--- src/rtl/fetch_buffer_if.sv ---
// Handshake bundle between I-fetch (enqueue side), the fetch buffer and pre-decode/decode (dequeue side).
// The master is the surrounding pipeline, the slave is the buffer itself.
interface fetch_buffer_if #(
    parameter int DEPTH = 4,
    parameter int XLEN  = 32
);
    localparam int CW = $clog2(DEPTH) + 1;

    logic            in_valid;
    logic [XLEN-1:0] in_pc;
    logic [31:0]     in_inst;
    logic            in_ready;
    logic            out_valid;
    logic [XLEN-1:0] out_pc;
    logic [31:0]     out_inst;
    logic            out_ready;
    logic            flush;
    logic [CW-1:0]   count;
    logic            almost_full;

    modport master (
        output in_valid, in_pc, in_inst, out_ready, flush,
        input  in_ready, out_valid, out_pc, out_inst, count, almost_full
    );

    modport slave (
        input  in_valid, in_pc, in_inst, out_ready, flush,
        output in_ready, out_valid, out_pc, out_inst, count, almost_full
    );
endinterface

--- src/rtl/fetch_buffer.sv ---
// In-order FIFO of {pc, inst} pairs between instruction fetch and decode.
// Every output is decoded from registered state; flush empties the buffer in a single cycle.
module fetch_buffer #(
    parameter int DEPTH = 4,
    parameter int XLEN  = 32
) (
    input  logic          clock,
    input  logic          reset_n,
    fetch_buffer_if.slave fb
);
    localparam int AW = $clog2(DEPTH);
    localparam int CW = AW + 1;
    localparam logic [CW-1:0] FULL_CNT = CW'(DEPTH);
    localparam logic [CW-1:0] AF_CNT   = CW'(DEPTH - 1);

    typedef struct packed {
        logic [XLEN-1:0] pc;
        logic [31:0]     inst;
    } entry_t;

    entry_t        mem_q [DEPTH];
    entry_t        mem_d [DEPTH];
    logic [AW-1:0] head_q, head_d;
    logic [AW-1:0] tail_q, tail_d;
    logic [CW-1:0] count_q, count_d;

    logic   not_full;
    logic   not_empty;
    logic   enq;
    logic   deq;
    entry_t head_entry;

    assign not_full   = (count_q != FULL_CNT);
    assign not_empty  = (count_q != '0);
    assign head_entry = mem_q[head_q];

    // A dequeue in the same cycle never frees a slot for a full buffer: in_ready uses count_q only.
    always_comb begin
        enq     = fb.in_valid && not_full && !fb.flush;
        deq     = not_empty && fb.out_ready && !fb.flush;
        head_d  = head_q;
        tail_d  = tail_q;
        count_d = count_q;
        mem_d   = mem_q;
        if (fb.flush) begin
            head_d  = '0;
            tail_d  = '0;
            count_d = '0;
        end else begin
            if (enq) begin
                mem_d[tail_q] = '{pc: fb.in_pc, inst: fb.in_inst};
                tail_d        = tail_q + AW'(1);
            end
            if (deq) begin
                head_d = head_q + AW'(1);
            end
            if (enq && !deq) begin
                count_d = count_q + CW'(1);
            end else if (deq && !enq) begin
                count_d = count_q - CW'(1);
            end
        end
    end

    always_ff @(posedge clock) begin
        if (!reset_n) begin
            head_q  <= '0;
            tail_q  <= '0;
            count_q <= '0;
        end else begin
            head_q  <= head_d;
            tail_q  <= tail_d;
            count_q <= count_d;
        end
    end

    // Storage is not reset; empty slots are masked by count_q.
    always_ff @(posedge clock) begin
        mem_q <= mem_d;
    end

    assign fb.in_ready    = not_full;
    assign fb.out_valid   = not_empty;
    assign fb.out_pc      = not_empty ? head_entry.pc   : '0;
    assign fb.out_inst    = not_empty ? head_entry.inst : '0;
    assign fb.count       = count_q;
    assign fb.almost_full = (count_q >= AF_CNT);
endmodule
--- src/flat_wrapper.sv ---
// flat-port wrapper written by rule: the top's interface ports become plain ports
module fetch_buffer_flat 
#(
    parameter int DEPTH = 4,
    parameter int XLEN  = 32
)
  (clock, reset_n, fb_in_valid, fb_in_pc, fb_in_inst, fb_out_ready, fb_flush, fb_in_ready, fb_out_valid, fb_out_pc, fb_out_inst, fb_count, fb_almost_full);
  fetch_buffer_if #(.DEPTH(DEPTH), .XLEN(XLEN)) fb_i ();
  input  logic clock;
  input  logic reset_n;
  input wire logic [$bits(fb_i.in_valid)-1:0] fb_in_valid;
  input wire logic [$bits(fb_i.in_pc)-1:0] fb_in_pc;
  input wire logic [$bits(fb_i.in_inst)-1:0] fb_in_inst;
  input wire logic [$bits(fb_i.out_ready)-1:0] fb_out_ready;
  input wire logic [$bits(fb_i.flush)-1:0] fb_flush;
  output wire logic [$bits(fb_i.in_ready)-1:0] fb_in_ready;
  output wire logic [$bits(fb_i.out_valid)-1:0] fb_out_valid;
  output wire logic [$bits(fb_i.out_pc)-1:0] fb_out_pc;
  output wire logic [$bits(fb_i.out_inst)-1:0] fb_out_inst;
  output wire logic [$bits(fb_i.count)-1:0] fb_count;
  output wire logic [$bits(fb_i.almost_full)-1:0] fb_almost_full;
  assign fb_i.in_valid = fb_in_valid;
  assign fb_i.in_pc = fb_in_pc;
  assign fb_i.in_inst = fb_in_inst;
  assign fb_i.out_ready = fb_out_ready;
  assign fb_i.flush = fb_flush;
  assign fb_in_ready = fb_i.in_ready;
  assign fb_out_valid = fb_i.out_valid;
  assign fb_out_pc = fb_i.out_pc;
  assign fb_out_inst = fb_i.out_inst;
  assign fb_count = fb_i.count;
  assign fb_almost_full = fb_i.almost_full;
  fetch_buffer #(.DEPTH(DEPTH), .XLEN(XLEN)) u_core (.clock(clock), .reset_n(reset_n), .fb(fb_i));
endmodule
--- config.mk ---
export PLATFORM = sky130hd
export DESIGN_NAME = fetch_buffer_flat
export DESIGN_NICKNAME = d
export VERILOG_FILES = /design/src/rtl/fetch_buffer_if.sv /design/src/rtl/fetch_buffer.sv /design/src/flat_wrapper.sv
export SDC_FILE = /design/constraint.sdc
export NUM_CORES = 1
export LEC_CHECK = 0
export CORE_MARGIN = 2
export CORE_UTILIZATION = 33
export CTS_CLUSTER_DIAMETER = 50
export DETAILED_ROUTE_END_ITERATION = 7
export GPL_TIMING_DRIVEN = 0
export PLACE_DENSITY_LB_ADDON = 0.08
export SYNTH_ARGS = -nofsm -noshare
export SYNTH_HDL_FRONTEND = slang
export SYNTH_SLANG_ARGS = --single-unit
--- constraint.sdc ---
create_clock -name clock -period 6.1 [get_ports clock]
set_input_delay 1.22 -clock clock [delete_from_list [all_inputs] [get_ports clock]]
set_output_delay 1.22 -clock clock [all_outputs]
set_load 0.02 [all_outputs]
# Yosys cells after proc, flatten, opt, wreduce, memory -nomap -nowiden
# Cells that the tools add are included.
# classes
addsub	4
magnitude_cmp	4
n_eq_ne	1
n_mux	10
bitwise_logic	4
n_reduce_logical	14
# op_table
op	n
$bwmux W256	1
$mux W64	3
$bmux W64 S2	1
$demux W64 S2	1
$mux W32	2
$logic_and A1 B1 Y1	7
$ge A3 B3 Y1 const B	2
$mux W3	2
$not A2 Y3	2
$add A2 B1 Y2 const B	2
$add A3 B1 Y3 const B	1
$ge A3 B2 Y1 const B	1
$logic_not A1 Y1	3
$lt A3 B1 Y1 const B	1
$ne A3 B3 Y1 const B	1
$reduce_bool A3 Y1	1
$sub A3 B1 Y3 const B	1
$not A1 Y1	2
$reduce_and A2 Y1	1
$reduce_bool A2 Y1	1
$reduce_or A2 Y1	1
# word_totals
ff_bits	263
elab_cells	48

# Longest topological paths before layout
# logic_depth
ltp_word	7
depth_mapped	9
mapped_depth_nobuf	8

# Worst setup path after synthesis
# OpenSTA, ideal clock, no wires.
# synth_path
path_type	input port to flip-flop
start	in fb_in_valid
end	reg u_core.mem_q[0] (netlist name) (enable)
setup_time_ns	0.429
arrival_time_ns	3.133
path_slack_ns	2.538
path_stages	2
path_buffers	0
path_cell_list	nor2b_1 -> and3_1
# synth_between
elab_chain_len	3
# synth_rtl
element	line_no	rtl
start, declared	flat_wrapper.sv:11	input wire logic [$bits(fb_i.in_valid)-1:0] fb_in_valid;
$logic_and A1 B1 Y1 (2 in a row)	fetch_buffer.sv:39	enq = fb.in_valid && not_full && !fb.flush;
$reduce_and A2 Y1 (no source line)	-	
end signal, assigned	fetch_buffer.sv:79	mem_q <= mem_d;
end, declared	fetch_buffer.sv:21	entry_t mem_q [DEPTH];
# No other way between the ends.
# A chain may end at the register's enable or synchronous reset.

# Worst setup path in the final report
# layout_path
start	reg u_core.count_q[0] (netlist: u_core.fb.count[0])
end	out fb_out_inst[13]
# layout_between
elab_chain_len	2
# layout_rtl
element	line_no	rtl
start, declared	fetch_buffer.sv:25	logic [CW-1:0] count_q, count_d;
start signal, assigned	fetch_buffer.sv:73	count_q <= count_d;
$reduce_bool A3 Y1	fetch_buffer.sv:34	assign not_empty = (count_q != '0);
$mux W32	fetch_buffer.sv:85	assign fb.out_inst = not_empty ? head_entry.inst : '0;
end, declared	flat_wrapper.sv:19	output wire logic [$bits(fb_i.out_inst)-1:0] fb_out_inst;
# No other way between the ends.

==> flow_summary.json <==
{
  "hold_viol": 0,
  "rows": 64,
  "drc": 0,
  "ys_ff_latch": 263,
  "die_x_um": 179.0,
  "final.min_clock_period_ns": 4.254,
  "cp_num_cells": 5,
  "critPathLaunchType": "flip-flop",
  "netlist_area_mm2": 0.01010,
  "yosysWarnings": 0,
  "worst_hold_path_type": "flip-flop to flip-flop",
  "cts_tree": "done",
  "drt_iter0_markers": 302,
  "worst_path_max_delay_cell": "clkdlybuf4s50_1",
  "path_buf_inv": 3,
  "cts_setup_buffers": 0,
  "report.final.slew_viol_count": 0,
  "rr_worst_depth": 9,
  "cts_root_buf": "clkbuf_16",
  "gp_congestion": 0.6968,
  "top_level_ports": 139,
  "num-fill-cells": 2677,
  "power.leakage_nw": 4.124,
  "tightestPinTransition_ns": 0.6963,
  "area_growth_pct": 29.04,
  "rsz0062_at_grt": "no",
  "portBuffers": 138,
  "num_antenna_cells": 0,
  "fmax_mhz": 235.1,
  "ys_seq_area_share_pct": 77.46,
  "fp.coreArea_mm2": 0.03035,
  "clockBufferDepth": 3,
  "ff2ff_setup_slack_ns": 3.66,
  "grt_overflow": 0,
  "cts_resized": 0,
  "syn_avg_cell_area_um2": 22.31,
  "drive_gt1_share_pct": 19.72,
  "whs_path_depth": 2,
  "hold_start": "u_core.tail_q[1]$_SDFFE_PP0P_",
  "crit_type": "flip-flop to output pin",
  "max_cap_violations": 0,
  "drtAntennaViolNets": 0,
  "vias": 4885,
  "syn_nets": 528,
  "cp.required_ns": 4.88,
  "synth-edff-count": 256,
  "crit_top_cell": "clkbuf_1",
  "antenna_found_initial": 1,
  "drt-wirelength-per-cell_um": 20.54,
  "clk_latency_ns": 0.54,
  "grt_max_degree": 34,
  "worstReg2RegStart": "u_core.fb.count[0]$_SDFFE_PP0P_",
  "power_mw": 4.058,
  "placed_area_mm2": 0.01208,
  "arrival_ns": 3.03,
  "synthCells": 453,
  "max-vdd-ir-drop_uv": 198.6,
  "start_util_pct": 33.29,
  "finalSetupTns_ns": 0,
  "wl_mm": 21.47,
  "layout_common_cells": "edfxtp_1, clkdlybuf4s50_1, mux4_2, and2_1, clkbuf_16",
  "htreeDepth": 1,
  "crit_chain": "or3_1 -> clkbuf_1 -> clkbuf_1 -> and2_1 -> clkdlybuf4s50_1",
  "final_net_count": 703,
  "clkSinkCount": 263,
  "drt_pass1_iterations": 4,
  "critPathCaptureType": "output pin",
  "die-area_mm2": 0.03204,
  "dp_hpwl_mm": 12.52,
  "outcome": "complete, no violations",
  "final_common_cell": "edfxtp_1",
  "grt_pass1_wl_mm": 31.40,
  "ys.flop_type": "edfxtp_1",
  "drt-vias-per-instance": 4.675,
  "setup_violations": 0,
  "fin_area_mm2": 0.01304,
  "cpLargestDelayFamily": "buffers and inverters",
  "r2r_end": "u_core.fb.count[2]$_SDFFE_PP0P_",
  "whs_endpoint": "u_core.tail_q[1]$_SDFFE_PP0P_",
  "relSlewSlack_pct": 53.58,
  "slowest_delay_ns": 0.66,
  "cts_buffers": 31,
  "clk_pin_slew_ns": 0.06,
  "synthArstFlopShare_pct": 0,
  "cp_max_fo": 10,
  "fp.dieH_um": 179.0,
  "post-route-period-util_pct": 69.74,
  "grt_usage_pct": 13.27,
  "power_density_mw_per_mm2": 311.2,
  "grt_pass1_vias": 5268,
  "hold_buffers": 0,
  "synth_cell_types": 28,
  "skew_ns": 0.005549
}
-- metrics by stage --
step	setup WS, ns	hold WS, ns	utilization [%]	instances
floorplan	2.538	0.5173	-	453
global route	1.626	0.5924	42.96	1045
detailed placement	2.298	0.5616	39.81	991
global placement	0.4850	0.5351	39.48	987
finish	1.846	0.5634	42.96	1045
CTS	1.717	0.5698	42.96	1045
-- power by group --
| group | total (mW) | internal, mW | switching, mW | leakage [nW] |
|---|---|---|---|---|
| clock | 1.72 | 1.05 | 0.672 | 0.462 |
| sequential | 2.02 | 2.01 | 0.00786 | 2.38 |
| combinational | 0.313 | 0.158 | 0.155 | 1.28 |
-- layout make-up --
cell class	count	area [um^2]	area share [%]
sequential	263	7828	60.03
multi-input combinational	165	2155	16.52
timing repair buffer	142	1461	11.21
clock buffer	39	805.8	6.180
tap	396	495.5	3.800
clock inverter	15	151.4	1.161
buffer	22	131.4	1.008
inverter	3	11.26	0.08636
-- cells by family after synthesis --
group,count (synthesis),synth area share [%]
flops,263,77.46
simple gates,82,5.015
mux,65,14.36
buf+inv,25,1.412
compound gates,8,0.5819
fa+ha+maj,6,0.8172
xor+xnor,4,0.3467
-- worst register-to-register path, delay by kind of cell, from the launching register on --
kind / cells / cell delay [ns]
AO/OA/AOI/OAI: 1 / 0.15
XOR/XNOR: 1 / 0.20
adder cells (fa/ha/maj): 2 / 0.59
buffers and inverters: 2 / 0.27
flip-flops: 1 / 0.50
AND/OR/NAND/NOR: 3 / 0.67
-- synth_stat cells, drive strengths merged (3+ instances only) --
cell / count / area, um^2
clkbuf: 8 / 30.03
ha: 5 / 62.56
and2: 65 / 409.1
and3: 4 / 25.02
nor2: 4 / 15.01
xor2: 4 / 35.03
buf: 14 / 101.3
mux4: 64 / 1441
dfxtp: 7 / 140.1
edfxtp: 256 / 7687
inv: 3 / 11.26
-- state kept, by name (all words and copies together), names as in the netlist --
signal,flops
u_core.fb.count,3
u_core.head_q,2
u_core.mem_q,256
u_core.tail_q,2
-- worst max-delay path by stage --
stage | to | slack, ns | start
finish | fb_out_inst[13] | 1.85 | u_core.fb.count[0]$_SDFFE_PP0P_
global route | fb_out_inst[13] | 1.63 | u_core.fb.count[0]$_SDFFE_PP0P_
CTS | fb_out_inst[13] | 1.72 | u_core.fb.count[0]$_SDFFE_PP0P_
detailed placement | u_core.fb.count[2]$_SDFFE_PP0P_ | 2.30 | fb_flush
global placement | u_core.mem_q[226]$_DFFE_PP_ | 0.49 | fb_flush
floorplan | u_core.mem_q[0]$_DFFE_PP_ | 2.54 | fb_in_valid
-- per-layer routing --
layer  part of all wire, %  GRT usage (%)  vias up  wire, um
li1                      -              -     2199         -
met1                    43          17.78     2527      9289
met2                    49          22.08      130     10480
met3                   6.2          2.947       29      1322
met4                   1.7          3.150        0       375
met5                     0              0        -         0
Power figures use the tool's default switching activity.
